$ cat config.mk
export PLATFORM = sky130hd
export DESIGN_NAME = sync_fifo_level
export DESIGN_NICKNAME = d
export VERILOG_FILES = /design/src/rtl/sync_fifo_pkg.sv /design/src/rtl/sync_fifo_mem.sv /design/src/rtl/sync_fifo_level.sv
export SDC_FILE = /design/constraint.sdc
export NUM_CORES = 1
export LEC_CHECK = 0
export CORE_MARGIN = 4
export CORE_UTILIZATION = 45
export DETAILED_ROUTE_END_ITERATION = 10
export PLACE_DENSITY = 0.72
export SLEW_MARGIN = 25
export SYNTH_ARGS = -nofsm -noshare
export SYNTH_HDL_FRONTEND = slang
export SYNTH_SLANG_ARGS = --single-unit
export TNS_END_PERCENT = 100
$ cat constraint.sdc
create_clock -name clk_i -period 4.51 [get_ports clk_i]
set_input_delay 0.6765 -clock clk_i [delete_from_list [all_inputs] [get_ports clk_i]]
set_output_delay 0.6765 -clock clk_i [all_outputs]
set_load 0.005 [all_outputs]
$ cat src/rtl/sync_fifo_pkg.sv
// Shared helpers for the level-reporting sync FIFO: sizing, default thresholds and
// parameter legality.
package sync_fifo_pkg;

  localparam int unsigned DefaultWidth    = 8;
  localparam int unsigned DefaultDepth    = 16;
  localparam int unsigned DefaultAeThresh = 2;

  function automatic int unsigned addr_width(input int unsigned depth);
    return (depth < 2) ? 1 : $clog2(depth);
  endfunction

  // One extra bit so full and empty are distinguishable from the pointers alone.
  function automatic int unsigned cnt_width(input int unsigned depth);
    return addr_width(depth) + 1;
  endfunction

  function automatic bit is_pow2(input int unsigned v);
    return (v != 0) && ((v & (v - 1)) == 0);
  endfunction

  function automatic bit params_legal(input int unsigned width,
                                      input int unsigned depth,
                                      input int unsigned af_thresh,
                                      input int unsigned ae_thresh);
    return (width >= 1) && (depth >= 2) && is_pow2(depth) &&
           (af_thresh >= 1) && (af_thresh <= depth) &&
           (ae_thresh <= depth - 1);
  endfunction

endpackage

$ cat src/rtl/sync_fifo_mem.sv
// One-write/one-read register array; RD_REG picks a registered or combinational
// read port.
module sync_fifo_mem
  import sync_fifo_pkg::*;
#(
  parameter int unsigned WIDTH  = DefaultWidth,
  parameter int unsigned DEPTH  = DefaultDepth,
  parameter bit          RD_REG = 1'b1,
  localparam int unsigned AW    = addr_width(DEPTH)
) (
  input  logic             clk_i,
  input  logic             rst_i,
  input  logic             we_i,
  input  logic [AW-1:0]    waddr_i,
  input  logic [WIDTH-1:0] wdata_i,
  input  logic             re_i,
  input  logic [AW-1:0]    raddr_i,
  output logic [WIDTH-1:0] rdata_o
);

  // Storage is deliberately not reset.
  logic [WIDTH-1:0] mem_q [DEPTH];

  always_ff @(posedge clk_i) begin
    if (we_i) begin
      mem_q[waddr_i] <= wdata_i;
    end
  end

  if (RD_REG) begin : gen_rd_reg
    logic [WIDTH-1:0] rdata_q;

    always_ff @(posedge clk_i) begin
      if (rst_i) begin
        rdata_q <= '0;
      end else if (re_i) begin
        rdata_q <= mem_q[raddr_i];
      end
    end

    assign rdata_o = rdata_q;
  end else begin : gen_rd_comb
    logic unused_rd_ctrl;

    assign rdata_o        = mem_q[raddr_i];
    assign unused_rd_ctrl = rst_i ^ re_i;
  end

endmodule

$ cat src/rtl/sync_fifo_level.sv
// Single-clock FIFO with occupancy count, almost-full/empty thresholds, sticky
// overflow/underflow flags and an optional first-word-fall-through read port.
module sync_fifo_level
  import sync_fifo_pkg::*;
#(
  parameter int unsigned WIDTH     = DefaultWidth,
  parameter int unsigned DEPTH     = DefaultDepth,
  parameter bit          FWFT      = 1'b0,
  parameter int unsigned AF_THRESH = DEPTH - 2,
  parameter int unsigned AE_THRESH = DefaultAeThresh,
  localparam int unsigned AW       = addr_width(DEPTH),
  localparam int unsigned CW       = cnt_width(DEPTH)
) (
  input  logic             clk_i,
  input  logic             rst_i,
  input  logic             wr_en_i,
  input  logic [WIDTH-1:0] wr_data_i,
  input  logic             rd_en_i,
  output logic [WIDTH-1:0] rd_data_o,
  output logic             rd_valid_o,
  output logic             full_o,
  output logic             empty_o,
  output logic             almost_full_o,
  output logic             almost_empty_o,
  output logic [CW-1:0]    count_o,
  output logic             overflow_o,
  output logic             underflow_o,
  input  logic             clr_err_i
);

  if (!params_legal(WIDTH, DEPTH, AF_THRESH, AE_THRESH)) begin : gen_param_err
    $error("sync_fifo_level: illegal WIDTH/DEPTH/AF_THRESH/AE_THRESH combination");
  end

  logic [CW-1:0] wr_ptr_q, wr_ptr_d;
  logic [CW-1:0] rd_ptr_q, rd_ptr_d;
  logic [CW-1:0] count_q, count_d;
  logic          overflow_q, overflow_d;
  logic          underflow_q, underflow_d;
  logic          full, empty;
  logic          wr_accept, rd_accept;

  // Flags decode from the registered count only, so acceptance never depends on
  // the opposite port's activity in the same cycle.
  assign full      = (count_q == CW'(DEPTH));
  assign empty     = (count_q == '0);
  assign wr_accept = wr_en_i & ~full;
  assign rd_accept = rd_en_i & ~empty;

  always_comb begin
    wr_ptr_d = wr_ptr_q;
    rd_ptr_d = rd_ptr_q;
    if (wr_accept) begin
      wr_ptr_d = wr_ptr_q + CW'(1);
    end
    if (rd_accept) begin
      rd_ptr_d = rd_ptr_q + CW'(1);
    end
    count_d = wr_ptr_d - rd_ptr_d;
  end

  // A new error event wins over a clear in the same cycle.
  always_comb begin
    overflow_d  = overflow_q;
    underflow_d = underflow_q;
    if (clr_err_i) begin
      overflow_d  = 1'b0;
      underflow_d = 1'b0;
    end
    if (wr_en_i && full) begin
      overflow_d = 1'b1;
    end
    if (rd_en_i && empty) begin
      underflow_d = 1'b1;
    end
  end

  always_ff @(posedge clk_i) begin
    if (rst_i) begin
      wr_ptr_q    <= '0;
      rd_ptr_q    <= '0;
      count_q     <= '0;
      overflow_q  <= 1'b0;
      underflow_q <= 1'b0;
    end else begin
      wr_ptr_q    <= wr_ptr_d;
      rd_ptr_q    <= rd_ptr_d;
      count_q     <= count_d;
      overflow_q  <= overflow_d;
      underflow_q <= underflow_d;
    end
  end

  sync_fifo_mem #(
    .WIDTH  (WIDTH),
    .DEPTH  (DEPTH),
    .RD_REG (!FWFT)
  ) u_mem (
    .clk_i   (clk_i),
    .rst_i   (rst_i),
    .we_i    (wr_accept),
    .waddr_i (wr_ptr_q[AW-1:0]),
    .wdata_i (wr_data_i),
    .re_i    (rd_accept),
    .raddr_i (rd_ptr_q[AW-1:0]),
    .rdata_o (rd_data_o)
  );

  if (FWFT) begin : gen_valid_fwft
    assign rd_valid_o = ~empty;
  end else begin : gen_valid_reg
    logic rd_valid_q;

    always_ff @(posedge clk_i) begin
      if (rst_i) begin
        rd_valid_q <= 1'b0;
      end else begin
        rd_valid_q <= rd_accept;
      end
    end

    assign rd_valid_o = rd_valid_q;
  end

  assign full_o         = full;
  assign empty_o        = empty;
  assign almost_full_o  = (count_q >= CW'(AF_THRESH));
  assign almost_empty_o = (count_q <= CW'(AE_THRESH));
  assign count_o        = count_q;
  assign overflow_o     = overflow_q;
  assign underflow_o    = underflow_q;

  assert property (@(posedge clk_i) disable iff (rst_i) count_q <= CW'(DEPTH))
    else $error("sync_fifo_level: occupancy exceeds DEPTH");

endmodule

# After elaboration in Yosys (flattened, before gate mapping)
# Memories as Yosys holds them, arrays and structs flattened. A register that Yosys moved wholly into a read port is not among the register bits.
# Index checks and enable logic that the tools add are counted.
dict set report word_totals {
  out_inout_bits 20
  regBits 18
  latch_bits 0
  word_cells 29
  input_bits 13
  memories 1
  ram_bits 128
  rom_bits 0
}
dict set report classes {
  n_eq_ne 1
  muxes 7
  shift 0
  n_reduce_logical 5
  div_mod_pow 0
  n_lt_le_gt_ge 2
  add_sub_neg 3
  n_bitwise 4
  mul 0
}
# name words width read_ports rd_ports_with_merged_regs wr line
set memory_table {}
lappend memory_table {u_mem.mem_q 16 8 1 1 1 sync_fifo_mem.sv:22} ;# logic [WIDTH-1:0] mem_q [DEPTH];
# cell n
set ops {}
lappend ops {{adder 5 x 1 -> 5 bit (second input constant)} 2}
lappend ops {{two-way mux 5 bit} 2}
lappend ops {{equality test 5 bit (second input constant)} 1}
lappend ops {{greater-or-equal comparator 5 x 4 -> 1 bit (second input constant)} 1}
lappend ops {{less-or-equal comparator 5 x 2 -> 1 bit (second input constant)} 1}
lappend ops {{zero test 5 bit} 1}
lappend ops {{two-way mux 1 bit} 5}
lappend ops {{subtractor 5 bit} 1}
lappend ops {{nonzero test 2 bit} 2}
lappend ops {{bitwise AND 1 bit} 2}
lappend ops {{logical AND 1 bit} 2}
lappend ops {{inverter 1 bit} 2}

# Logic depth before layout (Yosys ltp)
# Gate-level depths: netlist (run 1).
dict set report depth {
  depth_word 5
  mapped_depth 12
  mapped_depth_nobuf 11
}

# Hierarchy
# Synthesis (run 1) repeated with hierarchy kept, for this count alone.
dict set report hier_totals {
  hier_cells 403
  hier_area_um2 6216.0
}
# mod instances area_each_um2 cells_per_inst seq_area_each_um2
set modules_own_cells {}
lappend modules_own_cells {sync_fifo_mem 1 5343.9 316 4003.8}
lappend modules_own_cells {sync_fifo_level 1 872.1 87 360.3}

# Worst setup path before layout (run 1)
# Ideal clock, no wire load.
dict set report synth_path {
  path_type {flip-flop to flip-flop}
  startpoint {reg count_q[3], in the netlist count_o[3]}
  endpoint {reg count_q[4], in the netlist count_o[4]}
  setup_slack_ns 1.528
  setup_ns 0.121
  required_time_ns 4.389
  path_stages_with_launch 10
  synth_period_minus_slack_ns 2.982
  arrival_ns 2.860
  path_buffers 1
  path_cell_list {dfxtp_1 > or4_4 > o21ai_0 > buf_2 > mux2i_1 > inv_1 > fa_1 > maj3_2 > o21bai_2 > mux2_4}
}
dict set report synth_via {
  elab_chain_cells 5
  elab_cells_between_ends 9
  cone_classes {add/sub (1); eq/ne (1); mux (2); bitwise (4); reduce/logical (1)}
}
# item line
set synth_rtl {}
lappend synth_rtl {{from (decl)} sync_fifo_level.sv:37} ;# logic [CW-1:0] count_q, count_d;
lappend synth_rtl {{from (signal assigned)} sync_fifo_level.sv:88} ;# count_q <= count_d;
lappend synth_rtl {{zero test 5 bit} sync_fifo_level.sv:46} ;# assign empty = (count_q == '0);
lappend synth_rtl {{inverter 1 bit} sync_fifo_level.sv:48} ;# assign rd_accept = rd_en_i & ~empty;
lappend synth_rtl {{bitwise AND 1 bit} sync_fifo_level.sv:48}
lappend synth_rtl {{two-way mux 5 bit} sync_fifo_level.sv:56} ;# if (rd_accept) begin
lappend synth_rtl {{net rd_ptr_d[1]} sync_fifo_level.sv:36} ;# logic [CW-1:0] rd_ptr_q, rd_ptr_d;
lappend synth_rtl {{subtractor 5 bit} sync_fifo_level.sv:59} ;# count_d = wr_ptr_d - rd_ptr_d;
# The timed path passes the listed nets, and every way through them passes these cells.
# A chain may end at the register's enable or synchronous reset.

# Worst setup path after layout (run 1)
# Same ends and word-level chain as after synthesis.

==> impl_metrics.prom, run 1 <==
# TYPE chip_impl_metric gauge
chip_impl_metric{name="ys_async_sr_fraction",unit=""} 0
chip_impl_metric{name="synth.ff_latch_count",unit=""} 154
chip_impl_metric{name="die_w",unit="um"} 125
chip_impl_metric{name="route.detailed.wl_per_inst",unit="um"} 21.3
chip_impl_metric{name="cts_htree_levels",unit=""} 4
chip_impl_metric{name="signed_area_change_from_the_synthesized_netlist_to_the_final_layout",unit="%"} 18.0
chip_impl_metric{name="maxSlewViolCount",unit=""} 0
chip_impl_metric{name="synth_nets",unit=""} 358
chip_impl_metric{name="drt.antenna.violating_nets",unit=""} 0
chip_impl_metric{name="power.density",unit="nW/um^2"} 561
chip_impl_metric{name="grt_max_degree",unit=""} 35
chip_impl_metric{name="setup_viol_count_final",unit=""} 0
chip_impl_metric{name="maximum_vdd_drop",unit="uV"} 292
chip_impl_metric{name="clk_pin_slew_worst_paths",unit="ns"} 0.06
chip_impl_metric{name="static-leakage-power",unit="nW"} 2.35
chip_impl_metric{name="drt_pass1_iterations",unit=""} 5
chip_impl_metric{name="yosys_warnings",unit=""} 0
chip_impl_metric{name="final-instance-count-excl-fill",unit=""} 565
chip_impl_metric{name="cap_viol_max_count",unit=""} 0
chip_impl_metric{name="fp.dieH",unit="um"} 125
chip_impl_metric{name="critical_path_required_time",unit="ns"} 4.80
chip_impl_metric{name="globalRoute.totalOverflow",unit=""} 0
chip_impl_metric{name="crit_fanout",unit=""} 11
chip_impl_metric{name="fin_skew",unit="ns"} 0.00566
chip_impl_metric{name="post_cts_hold_buffer_count",unit=""} 0
chip_impl_metric{name="cts_resized",unit=""} 0
chip_impl_metric{name="place.detailed.instances",unit=""} 533
chip_impl_info{name="worst_setup_path_start_kind",value="flip-flop"} 1
chip_impl_info{name="clockRootBuffer",value="sky130_fd_sc_hd__clkbuf_16"} 1
chip_impl_metric{name="drc_errors",unit=""} 0
chip_impl_info{name="worstSetupEndpoint",value="count_o[4]"} 1
chip_impl_metric{name="synth.yosys.seq_area_share",unit=""} 0.714
chip_impl_metric{name="finalSetupTns",unit="ns"} 0
chip_impl_metric{name="grt_use_total",unit=""} 0.162
chip_impl_metric{name="tritoncts_num_sinks",unit=""} 154
chip_impl_info{name="critPathCaptureType",value="flip-flop"} 1
chip_impl_metric{name="post_drt_via_cell_ratio",unit=""} 5.45
chip_impl_metric{name="antenna_cells_inserted",unit=""} 0
chip_impl_metric{name="fin_hold_ws",unit="ns"} 0.454
chip_impl_metric{name="final_layout_size_suffix_gt1_frac",unit=""} 0.211
chip_impl_metric{name="antenna_found_initial",unit=""} 0
chip_impl_metric{name="postLayoutCoreUtil",unit=""} 0.543
chip_impl_metric{name="worst-r2r-setup-slack",unit="ns"} 1.08
chip_impl_metric{name="num_vias",unit=""} 3077
chip_impl_metric{name="io_buffer_count",unit=""} 32
chip_impl_info{name="cts_tree",value="built"} 1
chip_impl_info{name="synth_flop_cell",value="sky130_fd_sc_hd__edfxtp_1"} 1
chip_impl_info{name="most_common_library_cell_in_the_layout_ignoring_fill_and_taps",value="sky130_fd_sc_hd__edfxtp_1"} 1
chip_impl_info{name="most-common-layout-cells",value="sky130_fd_sc_hd__edfxtp_1 (128), sky130_fd_sc_hd__mux4_2 (40), sky130_fd_sc_hd__clkdlybuf4s50_1 (32)"} 1
chip_impl_metric{name="drt_iter0_drc",unit=""} 220
chip_impl_metric{name="post-cts-setup-buffer-count",unit=""} 0
chip_impl_metric{name="timing_worst_slew_pin_value",unit="ns"} 0.906
chip_impl_info{name="r2r_start",value="count_o[3]"} 1
chip_impl_metric{name="ff2ff_path_depth",unit=""} 8
chip_impl_metric{name="place.detailed.hpwl",unit="um"} 7630
chip_impl_metric{name="netlist_instances",unit=""} 336
chip_impl_info{name="worst_setup_path_startpoint",value="count_o[3]"} 1
chip_impl_metric{name="finalCritPeriodShare",unit=""} 0.760
chip_impl_metric{name="postPlaceCellArea",unit="sq um"} 6630
chip_impl_metric{name="post-route-cell-area",unit="sq um"} 7220
chip_impl_info{name="grt_setup_unrepaired",value="no"} 1
chip_impl_info{name="result_of_the_run",value="finished, final reports clean"} 1
chip_impl_metric{name="io_pins",unit=""} 33
chip_impl_metric{name="synth.distinct_cells",unit=""} 33
chip_impl_metric{name="core_area",unit="sq um"} 13300
chip_impl_metric{name="globalplace.congestion",unit=""} 0.805
chip_impl_metric{name="worst-endpoint-arrival",unit="ns"} 3.72
chip_impl_metric{name="final_hold_vios",unit=""} 0
chip_impl_metric{name="fmax",unit="MHz"} 292
chip_impl_metric{name="start_util",unit=""} 0.460
chip_impl_metric{name="die_area",unit="sq um"} 15500
chip_impl_info{name="reg2reg_to",value="count_o[4]"} 1
chip_impl_metric{name="syn-mean-instance-area",unit="sq um"} 18.2
chip_impl_info{name="timing.setup.critical_path_class",value="flip-flop to flip-flop"} 1
chip_impl_metric{name="clkLatencyLatePin",unit="ns"} 0.41
chip_impl_metric{name="layout_net_count",unit=""} 398
chip_impl_metric{name="grt_first_pass_wirelength",unit="um"} 18900
chip_impl_metric{name="post-route-min-period",unit="ns"} 3.43
chip_impl_metric{name="first_global_vias",unit=""} 3167
chip_impl_metric{name="detail_route.wirelength",unit="um"} 12000
chip_impl_metric{name="synthesis.area",unit="sq um"} 6120
chip_impl_metric{name="slew_headroom",unit=""} 0.394
chip_impl_info{name="hold_class",value="flip-flop to flip-flop"} 1
chip_impl_metric{name="cts.path.max_buffers",unit=""} 2
chip_impl_metric{name="cts-buffers-inserted",unit=""} 17
chip_impl_metric{name="rows",unit=""} 42
chip_impl_metric{name="synth_edf_count",unit=""} 128
-- state kept, by name (all words and copies together), names as in the netlist --
name	cells
u_mem.mem_q	128
u_mem.rdata_o	8
count_o	5
rd_ptr_q	5
wr_ptr_q	5
overflow_o	1
rd_valid_o	1
underflow_o	1
-- synthesized netlist by cell type (all sizes together), types with 6 or more instances --
| cell type | instances | area [sq um] |
|---|---|---|
| edfxtp | 128 | 3840 |
| mux4 | 40 | 901 |
| dfxtp | 26 | 521 |
| nor2 | 21 | 78.8 |
| nand2 | 20 | 75.1 |
| clkbuf | 13 | 48.8 |
| a21oi | 12 | 60.1 |
| inv | 11 | 41.3 |
| xnor2 | 10 | 87.6 |
| and2 | 9 | 56.3 |
| ha | 8 | 100 |
| buf | 6 | 36.3 |
-- where the power goes --
group          leakage [nW]  switching (mW)  internal (mW)
sequential             1.37          0.0884           1.63
combinational         0.701           0.428          0.512
clock                 0.276           0.527          0.861
total                  2.35            1.04           3.01
-- critical path: stages, from the launching register on --
cell,delay (ns)
sky130_fd_sc_hd__dfxtp_1,0.35
sky130_fd_sc_hd__or4_4,0.58
sky130_fd_sc_hd__o21ai_1,0.64
sky130_fd_sc_hd__mux2i_1,0.41
sky130_fd_sc_hd__inv_1,0.12
sky130_fd_sc_hd__fa_1,0.45
sky130_fd_sc_hd__maj3_2,0.33
sky130_fd_sc_hd__o21bai_2,0.13
sky130_fd_sc_hd__mux2_4,0.30
-- worst min path at each step --
stage	from	end	cells past startpoint
2_1_floorplan	u_mem.rdata_o[0]	u_mem.rdata_o[0]	2
3_3_place_gp	u_mem.rdata_o[2]	u_mem.rdata_o[2]	2
3_5_place_dp	u_mem.rdata_o[1]	u_mem.rdata_o[1]	2
4_1_cts	u_mem.rdata_o[1]	u_mem.rdata_o[1]	2
5_1_grt	u_mem.rdata_o[7]	u_mem.rdata_o[7]	2
6_report	u_mem.rdata_o[1]	u_mem.rdata_o[1]	2
-- metrics by stage --
step	setup slack (ns)	power [mW]
final	1.08	4.05
after global routing	0.871	4.22
after floorplan	1.53	2.36
after detailed placement	1.04	2.70
after CTS	1.07	4.09
after global placement	0.908	2.67
-- layer usage --
metal / track usage / vias up / share of wire
met3: 0.0262 / 13 / 0.043
met1: 0.216 / 1604 / 0.42
met2: 0.267 / 75 / 0.53
met5: 0 / - / 0
li1: - / 1385 / -
met4: 0.0625 / 0 / 0.012
-- cell type report --
type / instances / area [sq um]
repair buffers: 40 / 380
flip-flops and latches: 154 / 4370
clock inverters: 14 / 155
multi-input cells: 152 / 1630
well taps: 176 / 220
fillers: 1004 / 6080
clock buffers: 18 / 429
inverters: 11 / 41.3
-- cell families after synthesis --
logic type | synth area share
compound gates | 0.0207
buf+inv | 0.0207
mux | 0.151
flops | 0.714
xor+xnor | 0.0172
fa+ha+maj | 0.0231
simple gates | 0.0534
No activity file was read; power rests on OpenSTA's default activity.
==> inputs of run 2 (changes only) <==
clock period = 3.2 ns   (was 4.51 ns; I/O delays follow)
==> run 2 against run 1 <==
Effect of this change: count of clock-buffer cells in the layout unchanged; via count down 0.58%; clock power up 49%; global-route usage down 0.18 points; sequential power up 39%; worst setup slack worse by 0.89 ns; sequential cell count unchanged; critical endpoint unchanged; largest cell class unchanged; highest routed layer unchanged.
==> impl_metrics.prom, run 2 (same netlist as run 1, synthesis figures left out) <==
# TYPE chip_impl_metric gauge
chip_impl_info{name="timing.setup.critical_path_class",value="flip-flop to flip-flop"} 1
chip_impl_metric{name="route.detailed.wl_per_inst",unit="um"} 20.4
chip_impl_metric{name="critical_path_required_time",unit="ns"} 3.50
chip_impl_metric{name="io_pins",unit=""} 33
chip_impl_metric{name="netSwitchingPower",unit="mW"} 1.49
chip_impl_info{name="worst_setup_path_start_kind",value="flip-flop"} 1
chip_impl_metric{name="largest_register_ff_count",unit=""} 128
chip_impl_metric{name="fillers",unit=""} 981
chip_impl_metric{name="worst-r2r-setup-slack",unit="ns"} 0.19
chip_impl_metric{name="grt_max_degree",unit=""} 34
chip_impl_info{name="reg2reg_to",value="count_o[4]"} 1
chip_impl_metric{name="fp.dieH",unit="um"} 125
chip_impl_metric{name="internal_power",unit="mW"} 4.36
chip_impl_metric{name="final_layout_size_suffix_gt1_frac",unit=""} 0.245
chip_impl_metric{name="start_util",unit=""} 0.460
chip_impl_metric{name="drt_iter0_drc",unit=""} 221
chip_impl_metric{name="post_drt_via_cell_ratio",unit=""} 5.31
chip_impl_metric{name="crit_fanout",unit=""} 11
chip_impl_metric{name="final-instance-count-excl-fill",unit=""} 576
chip_impl_info{name="worst_hold_path.endpoint",value="u_mem.rdata_o[1]"} 1
chip_impl_metric{name="cts_resized",unit=""} 0
chip_impl_metric{name="place.detailed.instances",unit=""} 544
chip_impl_metric{name="setup_viol_count_final",unit=""} 0
chip_impl_metric{name="tritoncts_num_sinks",unit=""} 154
chip_impl_metric{name="static-leakage-power",unit="nW"} 2.42
chip_impl_metric{name="fmax",unit="MHz"} 332
chip_impl_metric{name="antenna_found_initial",unit=""} 0
chip_impl_metric{name="globalRoute.totalOverflow",unit=""} 0
chip_impl_metric{name="slew_headroom",unit=""} 0.617
chip_impl_metric{name="cts.path.max_buffers",unit=""} 2
chip_impl_metric{name="drt.antenna.violating_nets",unit=""} 0
chip_impl_metric{name="core_area",unit="sq um"} 13300
chip_impl_info{name="hold_class",value="flip-flop to flip-flop"} 1
chip_impl_metric{name="drt_pass1_iterations",unit=""} 4
chip_impl_info{name="grt_setup_unrepaired",value="no"} 1
chip_impl_metric{name="worst-endpoint-arrival",unit="ns"} 3.31
chip_impl_metric{name="maxSlewViolCount",unit=""} 0
chip_impl_metric{name="final_hold_vios",unit=""} 0
chip_impl_info{name="cts_tree",value="built"} 1
chip_impl_metric{name="maximum_vdd_drop",unit="uV"} 505
chip_impl_metric{name="die_area",unit="sq um"} 15500
chip_impl_metric{name="clockPowerShare",unit=""} 0.353
chip_impl_metric{name="drc_errors",unit=""} 0
chip_impl_metric{name="grt_use_total",unit=""} 0.160
chip_impl_metric{name="finalSetupTns",unit="ns"} 0
chip_impl_metric{name="globalplace.congestion",unit=""} 0.819
chip_impl_metric{name="timing_worst_slew_pin_value",unit="ns"} 0.572
chip_impl_metric{name="signed_area_change_from_the_synthesized_netlist_to_the_final_layout",unit="%"} 20.1
chip_impl_metric{name="pwr-share-seq",unit=""} 0.408
chip_impl_metric{name="finalCritPeriodShare",unit=""} 0.940
chip_impl_metric{name="first_global_vias",unit=""} 3141
chip_impl_metric{name="detail_route.wirelength",unit="um"} 11700
chip_impl_metric{name="cts_htree_levels",unit=""} 4
chip_impl_info{name="max_flop_register",value="u_mem.mem_q"} 1
chip_impl_metric{name="combinationalPowerShare",unit=""} 0.239
chip_impl_info{name="critPathCaptureType",value="flip-flop"} 1
chip_impl_metric{name="worstHoldPathCells",unit=""} 2
chip_impl_info{name="hold_path.startpoint",value="u_mem.rdata_o[1]"} 1
chip_impl_metric{name="clkLatencyLatePin",unit="ns"} 0.41
chip_impl_metric{name="clk_pin_slew_worst_paths",unit="ns"} 0.06
chip_impl_metric{name="power.density",unit="nW/um^2"} 797
chip_impl_metric{name="swShare",unit=""} 0.254
chip_impl_metric{name="cts-buffers-inserted",unit=""} 17
chip_impl_metric{name="die_w",unit="um"} 125
chip_impl_metric{name="io_buffer_count",unit=""} 32
chip_impl_metric{name="ff2ff_path_depth",unit=""} 9
chip_impl_metric{name="post-cts-setup-buffer-count",unit=""} 0
chip_impl_metric{name="grt_first_pass_wirelength",unit="um"} 18500
chip_impl_info{name="most-common-layout-cells",value="sky130_fd_sc_hd__edfxtp_1 (128), sky130_fd_sc_hd__mux4_2 (40), sky130_fd_sc_hd__clkdlybuf4s50_1 (32)"} 1
chip_impl_metric{name="rows",unit=""} 42
chip_impl_info{name="most_common_library_cell_in_the_layout_ignoring_fill_and_taps",value="sky130_fd_sc_hd__edfxtp_1"} 1
chip_impl_metric{name="num_vias",unit=""} 3059
chip_impl_metric{name="post_cts_hold_buffer_count",unit=""} 0
chip_impl_metric{name="post-route-min-period",unit="ns"} 3.01
chip_impl_metric{name="fin_skew",unit="ns"} 0.00600
chip_impl_info{name="r2r_start",value="count_o[3]"} 1
chip_impl_metric{name="place.detailed.hpwl",unit="um"} 7750
chip_impl_info{name="result_of_the_run",value="finished, final reports clean"} 1
chip_impl_info{name="clockRootBuffer",value="sky130_fd_sc_hd__clkbuf_16"} 1
chip_impl_metric{name="layout_net_count",unit=""} 409
chip_impl_metric{name="cap_viol_max_count",unit=""} 0
chip_impl_metric{name="antenna_cells_inserted",unit=""} 0
## run 2: changes by cell type in the layout (fill, tap and decap cells not counted)
cell	previous run	this run
sky130_fd_sc_hd__buf_4	8	19
sky130_fd_sc_hd__clkinv_1	4	0
sky130_fd_sc_hd__inv_6	0	3
sky130_fd_sc_hd__bufinv_16	3	4
sky130_fd_sc_hd__clkinv_4	2	1
sky130_fd_sc_hd__clkinvlp_4	3	4
sky130_fd_sc_hd__mux2i_1	1	0
sky130_fd_sc_hd__mux2i_2	0	1
sky130_fd_sc_hd__o21ai_0	1	2
sky130_fd_sc_hd__o21ai_1	1	0
## run 2: area by class of cell
class                      count  area, sq um  area share
sequential                   154         4370       0.594
multi-input combinational    152         1630       0.222
timing repair buffer          51          463      0.0630
clock buffer                  18          429      0.0584
tap                          176          220      0.0300
clock inverter                14          195      0.0266
inverter                      11         41.3     0.00562
## run 2: how the worst max path moves through the flow
stage,from,end,cells after the start
2_1_floorplan,count_o[3],count_o[4],9
3_3_place_gp,count_o[3],count_o[4],9
4_1_cts,count_o[3],count_o[4],9
6_report,count_o[3],count_o[4],9
3_5_place_dp,count_o[3],count_o[4],9
5_1_grt,count_o[3],count_o[4],9
## run 2: power by group through the flow
stage          clock network, mW  registers, mW  logic (mW)
6_report                    2.07           2.39        1.40
5_1_grt                     2.20           2.40        1.51
4_1_cts                     2.10           2.39        1.41
3_5_place_dp                   0           2.43        1.40
3_3_place_gp                   0           2.42        1.36
2_1_floorplan                  0           2.40       0.920
## run 2: layer usage
metal  vias to the layer above  GRT usage  routed length (um)
met1                      1571      0.214                4920
met5                         -          0                   0
met4                         0     0.0522                 141
met2                        70      0.261                6050
met3                         9     0.0373                 614
li1                       1409          -                   -
## run 2: per-stage QoR
stage / utilization / power (mW) / area, sq um / setup slack [ns] / hold slack (ns)
finish: 0.552 / 5.85 / 7340 / 0.191 / 0.461
CTS: 0.552 / 5.90 / 7340 / 0.168 / 0.463
global placement: 0.505 / 3.78 / 6720 / 0.242 / 0.458
floorplan: - / 3.32 / 6120 / 0.218 / 0.453
global route: 0.552 / 6.12 / 7340 / 0.0418 / 0.480
detailed placement: 0.505 / 3.83 / 6720 / 0.184 / 0.457
## run 2: critical path: stages (launching register included)
cell and delay, ns:
sky130_fd_sc_hd__dfxtp_1 0.34, sky130_fd_sc_hd__or4_4 0.56, sky130_fd_sc_hd__o21ai_0 0.16, sky130_fd_sc_hd__buf_4 0.21
sky130_fd_sc_hd__mux2i_2 0.30, sky130_fd_sc_hd__inv_1 0.10, sky130_fd_sc_hd__fa_1 0.45, sky130_fd_sc_hd__maj3_2 0.33
sky130_fd_sc_hd__o21bai_2 0.13, sky130_fd_sc_hd__mux2_4 0.30
==> inputs of run 3 (changes only) <==
clock period = 3.32 ns   (was 3.2 ns; I/O delays follow)
==> run 3 against run 2 <==
Effect of this change: wire length fell by 0.90%; count of clock-buffer cells in the layout grew 5; utilization is 0.55 points lower; first-iteration DRC count rose by 24%; sequential cell count is the same; via count up 0.16%; combinational power shrank 7%; critical path depth is 1 lower; power decreased by 6.0%; cell area decreased by 0.99%.
==> impl_metrics.prom, run 3 (same netlist as run 1, synthesis figures left out) <==
# TYPE chip_impl_metric gauge
chip_impl_metric{name="largest_register_ff_count",unit=""} 128
chip_impl_metric{name="start_util",unit=""} 0.460
chip_impl_metric{name="die_area",unit="sq um"} 15500
chip_impl_info{name="critical_path.top_delay_family",value="adder cells"} 1
chip_impl_metric{name="worst-endpoint-arrival",unit="ns"} 3.43
chip_impl_info{name="crit_path_top_delay_cell",value="sky130_fd_sc_hd__or4_4"} 1
chip_impl_metric{name="postPlaceCellArea",unit="sq um"} 6680
chip_impl_metric{name="static-leakage-power",unit="nW"} 2.40
chip_impl_metric{name="post_drt_via_cell_ratio",unit=""} 5.37
chip_impl_metric{name="place.detailed.hpwl",unit="um"} 7540
chip_impl_metric{name="final_hold_vios",unit=""} 0
chip_impl_metric{name="post_cts_hold_buffer_count",unit=""} 0
chip_impl_metric{name="finalSetupTns",unit="ns"} 0
chip_impl_metric{name="critical_path.max_stage_delay",unit="ns"} 0.57
chip_impl_metric{name="slew_headroom",unit=""} 0.569
chip_impl_metric{name="route.detailed.wl_per_inst",unit="um"} 20.4
chip_impl_metric{name="cts_htree_levels",unit=""} 4
chip_impl_metric{name="tritoncts_num_sinks",unit=""} 154
chip_impl_metric{name="swShare",unit=""} 0.255
chip_impl_metric{name="die_w",unit="um"} 125
chip_impl_metric{name="io_buffer_count",unit=""} 32
chip_impl_metric{name="first_global_vias",unit=""} 3149
chip_impl_info{name="result_of_the_run",value="finished, final reports clean"} 1
chip_impl_metric{name="finalCritPeriodShare",unit=""} 0.944
chip_impl_metric{name="cts.path.max_buffers",unit=""} 2
chip_impl_metric{name="antenna_found_initial",unit=""} 0
chip_impl_metric{name="timing_worst_slew_pin_value",unit="ns"} 0.646
chip_impl_metric{name="final_layout_size_suffix_gt1_frac",unit=""} 0.230
chip_impl_info{name="hold_class",value="flip-flop to flip-flop"} 1
chip_impl_metric{name="post-cts-setup-buffer-count",unit=""} 0
chip_impl_info{name="crit_path_cell_trace",value="or4_4 -> o21ai_0 -> mux2i_1 -> inv_1 -> fa_1 -> maj3_2 -> o21bai_2 -> mux2_4"} 1
chip_impl_metric{name="cts_resized",unit=""} 0
chip_impl_metric{name="combinationalPowerShare",unit=""} 0.236
chip_impl_metric{name="cts-buffers-inserted",unit=""} 17
chip_impl_metric{name="clk_pin_slew_worst_paths",unit="ns"} 0.06
chip_impl_metric{name="total_power",unit="mW"} 5.50
chip_impl_metric{name="globalRoute.totalOverflow",unit=""} 0
chip_impl_info{name="grt_setup_unrepaired",value="no"} 1
chip_impl_metric{name="post-route-cell-area",unit="sq um"} 7270
chip_impl_metric{name="power.density",unit="nW/um^2"} 757
chip_impl_metric{name="internal_power",unit="mW"} 4.10
chip_impl_info{name="worst_setup_path_startpoint",value="count_o[3]"} 1
chip_impl_metric{name="fp.dieH",unit="um"} 125
chip_impl_metric{name="pwr-share-seq",unit=""} 0.423
chip_impl_metric{name="globalplace.congestion",unit=""} 0.804
chip_impl_metric{name="core_area",unit="sq um"} 13300
chip_impl_info{name="most_common_library_cell_in_the_layout_ignoring_fill_and_taps",value="sky130_fd_sc_hd__edfxtp_1"} 1
chip_impl_metric{name="post-route-min-period",unit="ns"} 3.13
chip_impl_metric{name="grt_use_total",unit=""} 0.161
chip_impl_info{name="cts_tree",value="built"} 1
chip_impl_info{name="hold_path.startpoint",value="u_mem.rdata_o[2]"} 1
chip_impl_metric{name="maxSlewViolCount",unit=""} 0
chip_impl_metric{name="critical_path_required_time",unit="ns"} 3.62
chip_impl_metric{name="grt_max_degree",unit=""} 34
chip_impl_metric{name="rows",unit=""} 42
chip_impl_metric{name="fmax",unit="MHz"} 319
chip_impl_metric{name="num_vias",unit=""} 3064
chip_impl_info{name="critPathCaptureType",value="flip-flop"} 1
chip_impl_metric{name="clkLatencyLatePin",unit="ns"} 0.40
chip_impl_metric{name="crit_fanout",unit=""} 5
chip_impl_info{name="timing.setup.critical_path_class",value="flip-flop to flip-flop"} 1
chip_impl_metric{name="drt_iter0_drc",unit=""} 275
chip_impl_metric{name="io_pins",unit=""} 33
chip_impl_info{name="clockRootBuffer",value="sky130_fd_sc_hd__clkbuf_16"} 1
chip_impl_metric{name="setup_viol_count_final",unit=""} 0
chip_impl_info{name="max_flop_register",value="u_mem.mem_q"} 1
chip_impl_metric{name="cap_viol_max_count",unit=""} 0
chip_impl_metric{name="antenna_cells_inserted",unit=""} 0
chip_impl_metric{name="signed_area_change_from_the_synthesized_netlist_to_the_final_layout",unit="%"} 18.9
chip_impl_info{name="most-common-layout-cells",value="sky130_fd_sc_hd__edfxtp_1 (128), sky130_fd_sc_hd__mux4_2 (40), sky130_fd_sc_hd__clkdlybuf4s50_1 (32)"} 1
chip_impl_metric{name="maximum_vdd_drop",unit="uV"} 456
chip_impl_metric{name="drc_errors",unit=""} 0
chip_impl_metric{name="netSwitchingPower",unit="mW"} 1.40
chip_impl_info{name="worst_setup_path_start_kind",value="flip-flop"} 1
chip_impl_metric{name="critPathBufInv",unit=""} 1
chip_impl_metric{name="drt.antenna.violating_nets",unit=""} 0
chip_impl_metric{name="fin_skew",unit="ns"} 0.00889
chip_impl_metric{name="layout_net_count",unit=""} 404
chip_impl_metric{name="clockPowerShare",unit=""} 0.341
chip_impl_metric{name="drt_pass1_iterations",unit=""} 4
chip_impl_metric{name="grt_first_pass_wirelength",unit="um"} 18600
chip_impl_metric{name="detail_route.wirelength",unit="um"} 11600
chip_impl_info{name="r2r_start",value="count_o[3]"} 1
run 3: cell count changes in the layout (fill, tap and decap cells not counted), sizes merged:
cell,delta
clkinvlp,-3
clkbuf,+5
clkinv,+2
inv,-1
bufinv,-3
buf,-5
run 3: cell type report:
class,count,area [sq um]
clock buffers,23,510
clock inverters,9,82.6
fillers,1007,6020
inverters,11,41.3
multi-input cells,152,1630
flip-flops and latches,154,4370
well taps,176,220
repair buffers,46,425
run 3: path summary, 6_finish.rpt:
| kind | slack, ns | endpoint | cells after the start |
|---|---|---|---|
| setup / recovery | 0.19 | count_o[4] | 8 |
| setup reg to reg | 0.19 | count_o[4] | 8 |
| hold / removal | 0.46 | u_mem.rdata_o[2] | 2 |
| hold reg to reg | 0.46 | u_mem.rdata_o[2] | 2 |
run 3: worst reg2reg max path: cells and delay by family, from the launching register on:
kind | cells | cell delay (ns)
flops | 1 | 0.34
compound gates | 2 | 0.53
mux | 2 | 0.68
buf+inv | 1 | 0.11
simple gates | 1 | 0.57
fa+ha+maj | 2 | 0.79
run 3: metal layers:
layer	share of wire	vias to the layer above	GRT usage	wire [um]
met5	0	-	0	0
met3	0.048	4	0.0373	562
met1	0.42	1570	0.222	4910
li1	-	1404	-	-
met2	0.52	86	0.259	6070
met4	0.0077	0	0.0445	89
run 3: per-stage QoR:
stage	utilization	setup slack, ns	hold WS, ns	std cells
6_report	0.547	0.187	0.459	571
2_1_floorplan	-	0.338	0.453	336
3_5_place_dp	0.502	0.214	0.451	539
4_1_cts	0.547	0.173	0.459	571
5_1_grt	0.547	0.0722	0.482	571
3_3_place_gp	0.502	0.289	0.453	539
run 3: power groups by stage:
| stage | clock (mW) | sequential, mW | combinational [mW] |
|---|---|---|---|
| global route | 1.99 | 2.35 | 1.41 |
| floorplan | 0 | 2.31 | 0.887 |
| CTS | 1.90 | 2.33 | 1.32 |
| detailed placement | 0 | 2.37 | 1.30 |
| global placement | 0 | 2.36 | 1.28 |
| finish | 1.87 | 2.33 | 1.30 |
